==> src/rtl/alu_issue_arbiter_if.sv <==
// Request, branch-update and output handshake bundle for alu_issue_arbiter.
// The master side is the issue logic and ALU; the slave side is the arbiter.
interface alu_issue_arbiter_if #(
  parameter int BR_MASK_W = 20,
  parameter int PAYLOAD_W = 160
);
  logic                 req0_valid;
  logic                 req0_ready;
  logic [BR_MASK_W-1:0] req0_br_mask;
  logic [PAYLOAD_W-1:0] req0_payload;

  logic                 req1_valid;
  logic                 req1_ready;
  logic [BR_MASK_W-1:0] req1_br_mask;
  logic [PAYLOAD_W-1:0] req1_payload;

  logic [BR_MASK_W-1:0] brupdate_resolve_mask;
  logic [BR_MASK_W-1:0] brupdate_mispredict_mask;
  logic                 flush;

  logic                 out_valid;
  logic                 out_ready;
  logic [BR_MASK_W-1:0] out_br_mask;
  logic [PAYLOAD_W-1:0] out_payload;
  logic                 out_src;

  modport master (
    output req0_valid, req0_br_mask, req0_payload,
    output req1_valid, req1_br_mask, req1_payload,
    output brupdate_resolve_mask, brupdate_mispredict_mask, flush,
    output out_ready,
    input  req0_ready, req1_ready,
    input  out_valid, out_br_mask, out_payload, out_src
  );

  modport slave (
    input  req0_valid, req0_br_mask, req0_payload,
    input  req1_valid, req1_br_mask, req1_payload,
    input  brupdate_resolve_mask, brupdate_mispredict_mask, flush,
    input  out_ready,
    output req0_ready, req1_ready,
    output out_valid, out_br_mask, out_payload, out_src
  );
endinterface

==> src/rtl/alu_issue_arbiter.sv <==
// Two-port round-robin issue arbiter into a one-entry, branch-mask-tracking ALU slot.
// Define ALU_ISSUE_ARB_PERF_EN to add the perf_grant0/perf_grant1/perf_conflict counters.
module alu_issue_arbiter #(
  parameter int BR_MASK_W = 20,
  parameter int PAYLOAD_W = 160
) (
  input  logic                clock,
  input  logic                reset,
  alu_issue_arbiter_if.slave  bus
`ifdef ALU_ISSUE_ARB_PERF_EN
  ,
  output logic [31:0]         perf_grant0,
  output logic [31:0]         perf_grant1,
  output logic [31:0]         perf_conflict
`endif
);

  typedef struct packed {
    logic [BR_MASK_W-1:0] br_mask;
    logic [PAYLOAD_W-1:0] payload;
    logic                 src;
  } entry_t;

  logic   valid_q, valid_d;
  logic   rr_q, rr_d;
  entry_t entry_q, entry_d;

  logic held_hit, held_kill, slot_free;
  logic dead0, dead1, live0, live1;
  logic grant0, grant1, any_grant;

  // Kill and liveness: a mispredict on any set mask bit wins over a same-cycle resolve.
  always_comb begin
    held_hit  = |(entry_q.br_mask & bus.brupdate_mispredict_mask);
    held_kill = valid_q & (bus.flush | held_hit);
    slot_free = ~valid_q | bus.out_ready | held_kill;

    dead0 = bus.flush | (|(bus.req0_br_mask & bus.brupdate_mispredict_mask));
    dead1 = bus.flush | (|(bus.req1_br_mask & bus.brupdate_mispredict_mask));
    live0 = bus.req0_valid & ~dead0 & ~reset;
    live1 = bus.req1_valid & ~dead1 & ~reset;

    grant0    = slot_free & live0 & (~live1 | ~rr_q);
    grant1    = slot_free & live1 & (~live0 |  rr_q);
    any_grant = grant0 | grant1;
  end

  assign bus.out_valid   = valid_q & ~bus.flush & ~held_hit;
  assign bus.out_br_mask = entry_q.br_mask;
  assign bus.out_payload = entry_q.payload;
  assign bus.out_src     = entry_q.src;

  // Dead requests are consumed silently; no handshake at all while reset is high.
  assign bus.req0_ready = ~reset & ((bus.req0_valid & dead0) | grant0);
  assign bus.req1_ready = ~reset & ((bus.req1_valid & dead1) | grant1);

  // NOTE: every variable gets a default before the branches so no latch is inferred.
  always_comb begin
    valid_d         = valid_q;
    rr_d            = rr_q;
    entry_d         = entry_q;
    entry_d.br_mask = entry_q.br_mask & ~bus.brupdate_resolve_mask;

    if (any_grant) begin
      valid_d         = 1'b1;
      rr_d            = grant0;
      entry_d.src     = grant1;
      entry_d.payload = grant0 ? bus.req0_payload : bus.req1_payload;
      entry_d.br_mask = (grant0 ? bus.req0_br_mask : bus.req1_br_mask)
                        & ~bus.brupdate_resolve_mask;
    end else if (slot_free) begin
      valid_d = 1'b0;
    end
  end

  // NOTE: sequential state uses non-blocking assignments only.
  always_ff @(posedge clock) begin
    if (reset) begin
      valid_q <= 1'b0;
      rr_q    <= 1'b0;
    end else begin
      valid_q <= valid_d;
      rr_q    <= rr_d;
    end
  end

  // NOTE: the payload/mask register is qualified by valid_q, so it carries no reset.
  always_ff @(posedge clock) begin
    entry_q <= entry_d;
  end

`ifdef ALU_ISSUE_ARB_PERF_EN
  logic both_live, nonrr_lost, conflict;

  always_comb begin
    both_live  = live0 & live1;
    nonrr_lost = rr_q ? ~grant0 : ~grant1;
    conflict   = both_live & (~any_grant | nonrr_lost);
  end

  always_ff @(posedge clock) begin
    if (reset) begin
      perf_grant0   <= '0;
      perf_grant1   <= '0;
      perf_conflict <= '0;
    end else begin
      perf_grant0   <= perf_grant0   + 32'(grant0);
      perf_grant1   <= perf_grant1   + 32'(grant1);
      perf_conflict <= perf_conflict + 32'(conflict);
    end
  end
`endif

endmodule

==> src/flat_wrapper.sv <==
// flat-port wrapper written by rule: the top's interface ports become plain ports
module alu_issue_arbiter_flat 
#(
  parameter int BR_MASK_W = 20,
  parameter int PAYLOAD_W = 160
)
  (clock, reset, bus_req0_valid, bus_req0_br_mask, bus_req0_payload, bus_req1_valid, bus_req1_br_mask, bus_req1_payload, bus_brupdate_resolve_mask, bus_brupdate_mispredict_mask, bus_flush, bus_out_ready, bus_req0_ready, bus_req1_ready, bus_out_valid, bus_out_br_mask, bus_out_payload, bus_out_src);
  alu_issue_arbiter_if #(.BR_MASK_W(BR_MASK_W), .PAYLOAD_W(PAYLOAD_W)) bus_i ();
  input  logic clock;
  input  logic reset;
  input wire logic [$bits(bus_i.req0_valid)-1:0] bus_req0_valid;
  input wire logic [$bits(bus_i.req0_br_mask)-1:0] bus_req0_br_mask;
  input wire logic [$bits(bus_i.req0_payload)-1:0] bus_req0_payload;
  input wire logic [$bits(bus_i.req1_valid)-1:0] bus_req1_valid;
  input wire logic [$bits(bus_i.req1_br_mask)-1:0] bus_req1_br_mask;
  input wire logic [$bits(bus_i.req1_payload)-1:0] bus_req1_payload;
  input wire logic [$bits(bus_i.brupdate_resolve_mask)-1:0] bus_brupdate_resolve_mask;
  input wire logic [$bits(bus_i.brupdate_mispredict_mask)-1:0] bus_brupdate_mispredict_mask;
  input wire logic [$bits(bus_i.flush)-1:0] bus_flush;
  input wire logic [$bits(bus_i.out_ready)-1:0] bus_out_ready;
  output wire logic [$bits(bus_i.req0_ready)-1:0] bus_req0_ready;
  output wire logic [$bits(bus_i.req1_ready)-1:0] bus_req1_ready;
  output wire logic [$bits(bus_i.out_valid)-1:0] bus_out_valid;
  output wire logic [$bits(bus_i.out_br_mask)-1:0] bus_out_br_mask;
  output wire logic [$bits(bus_i.out_payload)-1:0] bus_out_payload;
  output wire logic [$bits(bus_i.out_src)-1:0] bus_out_src;
  assign bus_i.req0_valid = bus_req0_valid;
  assign bus_i.req0_br_mask = bus_req0_br_mask;
  assign bus_i.req0_payload = bus_req0_payload;
  assign bus_i.req1_valid = bus_req1_valid;
  assign bus_i.req1_br_mask = bus_req1_br_mask;
  assign bus_i.req1_payload = bus_req1_payload;
  assign bus_i.brupdate_resolve_mask = bus_brupdate_resolve_mask;
  assign bus_i.brupdate_mispredict_mask = bus_brupdate_mispredict_mask;
  assign bus_i.flush = bus_flush;
  assign bus_i.out_ready = bus_out_ready;
  assign bus_req0_ready = bus_i.req0_ready;
  assign bus_req1_ready = bus_i.req1_ready;
  assign bus_out_valid = bus_i.out_valid;
  assign bus_out_br_mask = bus_i.out_br_mask;
  assign bus_out_payload = bus_i.out_payload;
  assign bus_out_src = bus_i.out_src;
  alu_issue_arbiter #(.BR_MASK_W(BR_MASK_W), .PAYLOAD_W(PAYLOAD_W)) u_core (.clock(clock), .reset(reset), .bus(bus_i));
endmodule
==> config.mk <==
export PLATFORM = sky130hd
export DESIGN_NAME = alu_issue_arbiter_flat
export DESIGN_NICKNAME = d
export VERILOG_FILES = /design/src/rtl/alu_issue_arbiter_if.sv /design/src/rtl/alu_issue_arbiter.sv /design/src/flat_wrapper.sv
export SDC_FILE = /design/constraint.sdc
export NUM_CORES = 1
export LEC_CHECK = 0
export CAP_MARGIN = 20
export CELL_PAD_IN_SITES_DETAIL_PLACEMENT = 0
export CELL_PAD_IN_SITES_GLOBAL_PLACEMENT = 1
export CORE_AREA = 2 2 231 233
export CTS_CLUSTER_DIAMETER = 100
export DETAILED_ROUTE_END_ITERATION = 10
export DIE_AREA = 0 0 233 235
export PLACE_DENSITY_LB_ADDON = 0.3
export SLEW_MARGIN = 20
export SYNTH_ARGS = -nofsm -noshare
export SYNTH_HDL_FRONTEND = slang
export SYNTH_SLANG_ARGS = --single-unit
==> constraint.sdc <==
create_clock -name clock -period 12 [get_ports clock]
set_input_delay 3 -clock clock [delete_from_list [all_inputs] [get_ports clock]]
set_output_delay 3 -clock clock [all_outputs]
set_load 0.05 [all_outputs]
==> results.sh <==
export IMPL_outcome="finished clean"
export IMPL_syn_area_um2=8010
export IMPL_gr_total_overflow=0
export IMPL_internal_power_uw=1160
export IMPL_required_ns=9.00
export IMPL_regArea_um2=5280
export IMPL_syn_num_nets=897
export IMPL_p_leak_uw=0.00513
export IMPL_n_fill_cell=5404
export IMPL_cts_resized=0
export IMPL_slew_violations=0
export IMPL_row_count=84
export IMPL_synthCells=491
export IMPL_cts_buffer_depth=2
export IMPL_p_sw_uw=317
export IMPL_holdWs_ns=0.539
export IMPL_area_delta_synth_final_pct=90.2
export IMPL_whs_path_depth=2
export IMPL_grtUsageTotal_pct=11.6
export IMPL_final_cell_mix="clkdlybuf4s50_1 (589), edfxtp_1 (161), mux2_2 (139), a22oi_1 (24), dfxtp_1 (22)"
export IMPL_cts_clk_slew_worst_paths_ns=0.07
export IMPL_antenna_left=0
export IMPL_reg2reg_to="u_core.bus.out_payload[31]$_DFFE_PN_"
export IMPL_ff2ff_setup_slack_ns=8.13
export IMPL_grt_max_degree=68
export IMPL_crit_family="buffers and inverters"
export IMPL_final_net_count=1488
export IMPL_yosys_warnings=0
export IMPL_wl_per_cell_um=18.3
export IMPL_drive_gt1_share_pct=16.2
export IMPL_antenna_cells=0
export IMPL_tns_ns=0
export IMPL_irDropWorstVdd_uv=88.6
export IMPL_r2r_cells=7
export IMPL_post_route_min_period_ns=8.83
export IMPL_power_uw=1480
export IMPL_dp_cells=1751
export IMPL_first_global_vias=6962
export IMPL_max_cap_violations=0
export IMPL_critPathMaxStageDelay_ns=0.74
export IMPL_post_place_ws_ns=3.16
export IMPL_rsz0062_at_grt="no"
export IMPL_layout_commonest_cell="clkdlybuf4s50_1"
export IMPL_hold_viol=0
export IMPL_yosysUniqueCellTypes=28
export IMPL_fmax_mhz=113
export IMPL_reg2reg_from="u_core.bus.out_br_mask[1]$_DFF_P_"
export IMPL_holdBufCountCts=0
export IMPL_clockPowerShare_pct=40.9
export IMPL_htree_levels=4
export IMPL_cts_tree="yes"
export IMPL_drc_errors=0
export IMPL_critPathMostFrequentCell="clkdlybuf4s50_1"
export IMPL_cts_root_buf="clkbuf_16"
export IMPL_slew_headroom_pct=35.8
export IMPL_stdcell_count=1783
export IMPL_core_area_um2=52200
export IMPL_hp_start="u_core.bus.out_br_mask[5]$_DFF_P_"
export IMPL_worst_pin_slew_ns=0.963
export IMPL_drt_iter0_drc=250
export IMPL_period_share_pct=73.6
export IMPL_cp_start_kind="input port"
export IMPL_pin_count=590
export IMPL_clock_sinks=183
export IMPL_critical_path_class="in2out"
export IMPL_syn_avg_cell_area_um2=16.3
export IMPL_multi_input_area_um2=2540
export IMPL_io_buffers=589
export IMPL_setup_ws_ns=3.17
export IMPL_drt_wl_total_um=32600
export IMPL_vias=6700
export IMPL_initial_core_util_pct=15.3
export IMPL_skew_ns=0.0201
export IMPL_min_path_type="reg2reg"
export IMPL_antenna_found_initial=3
export IMPL_grt_pass1_wl_um=45900
export IMPL_crit_chain="clkdlybuf4s50_1, a222oi_1, nand4b_1, or4_1, o211ai_1, o21ai_0, clkdlybuf4s50_1"
export IMPL_vias_per_cell=3.76
export IMPL_clk_latency_ns=0.49
export IMPL_setup_viol=0
export IMPL_yosysSeqAreaShare_pct=65.9
export IMPL_sw_frac_of_total_pct=21.5
export IMPL_fp_dieH_um=235
export IMPL_gp_congestion=0.821
export IMPL_worst_path_buf_inv=2
export IMPL_crit_path_top_delay_cell="clkdlybuf4s50_1"
export IMPL_numCtsBuffers=17
export IMPL_dr_pass1_iters=4
export IMPL_hold_end="u_core.bus.out_br_mask[5]$_DFF_P_"
export IMPL_die_area_um2=54800
export IMPL_cellPowerDensity_nw_per_um2=96.9
export IMPL_cts_setup_buffers=0
export IMPL_critPathArrivalTime_ns=5.83
export IMPL_cp_end_kind="output port"
export IMPL_cp_max_fo=3
export IMPL_die_width_um=233
export IMPL_power_frac_seq_pct=46.9
export IMPL_combPwrFrac_pct=12.3
export IMPL_ys_ff_latch=183
export IMPL_dp_hpwl_um=25700
==> cell type report <==
type	count	share of cell area (%)
Tap cell	688	5.65
Inverter	2	0.0493
Timing Repair Buffer	596	39.0
Sequential cell	183	34.6
Multi-Input combinational cell	282	16.7
Clock inverter	15	1.15
Clock buffer	17	2.79
==> per-layer routing <==
metal / global-route usage [%] / wire length (um)
met2: 21.1 / 17000
met1: 11.9 / 11800
met5: 0 / 13
met3: 4.77 / 3410
met4: 3.82 / 390
==> power by group through the flow <==
| stage | clock, uW | combinational, uW | sequential, uW |
|---|---|---|---|
| finish | 603 | 181 | 692 |
| global route | 652 | 193 | 692 |
| CTS | 631 | 183 | 692 |
| detailed placement | 0 | 182 | 706 |
| global placement | 0 | 180 | 706 |
| floorplan | 0 | 31.3 | 709 |
==> stage by stage <==
| stage | cell area, um^2 | utilization (%) |
|---|---|---|
| finish | 15200 | 29.2 |
| global route | 15200 | 29.2 |
| CTS | 15200 | 29.2 |
| detailed placement | 14600 | 28.0 |
| global placement | 14600 | 28.0 |
| floorplan | 8010 | - |
==> cell families after synthesis <==
logic type | synth area share [%]
flops | 65.9
compound gates | 4.97
simple gates | 4.05
mux | 22.5
buf+inv | 2.62
==> sequential cells by signal, indices dropped and copies added, names as in the netlist <==
| register | cells |
|---|---|
| u_core.bus.out_payload | 160 |
| u_core.bus.out_br_mask | 20 |
| u_core.bus.out_src | 1 |
| u_core.rr_q | 1 |
| u_core.valid_q | 1 |
==> worst max path at each step <==
stage | start | endpoint | slack, ns | cells past startpoint
3_3_place_gp | bus_req0_br_mask[2] | bus_req1_ready | 3.18 | 7
5_1_grt | bus_req0_br_mask[2] | bus_req1_ready | 3.00 | 7
3_5_place_dp | bus_req0_br_mask[2] | bus_req1_ready | 3.16 | 7
6_report | bus_req0_br_mask[2] | bus_req1_ready | 3.17 | 7
4_1_cts | bus_req0_br_mask[2] | bus_req1_ready | 3.15 | 7
2_1_floorplan | bus_req1_br_mask[2] | bus_req0_ready | 3.99 | 7
==> synthesized netlist by cell type <==
cell type,instances,area share (%)
o22ai_1,20,1.6
mux2_1,21,3.0
nor4_1,4,0.31
nand4b_1,2,0.22
nand2b_1,2,0.16
or4_1,3,0.28
a31oi_1,1,0.078
a222oi_1,3,0.37
a22oi_1,24,2.2
nor3_1,21,1.3
mux2_2,139,20
buf_4,8,0.75
nor2b_1,1,0.078
a21boi_1,1,0.094
nand3_1,5,0.31
nand2_1,6,0.28
inv_1,2,0.094
edfxtp_1,161,60
o211ai_2,1,0.16
dfxtp_1,22,5.5
a21oi_1,2,0.12
nand4_1,2,0.16
nor2_1,20,0.94
a211o_1,1,0.11
buf_6,10,1.4
o211ai_1,1,0.094
buf_2,6,0.37
o21ai_0,2,0.12
==> tightest hold or removal path: stages (launching register included) <==
cell and delay, ns:
dfxtp_1 0.33, o22ai_1 0.11, nor3_1 0.06
No activity file was read; power rests on OpenSTA's default activity.
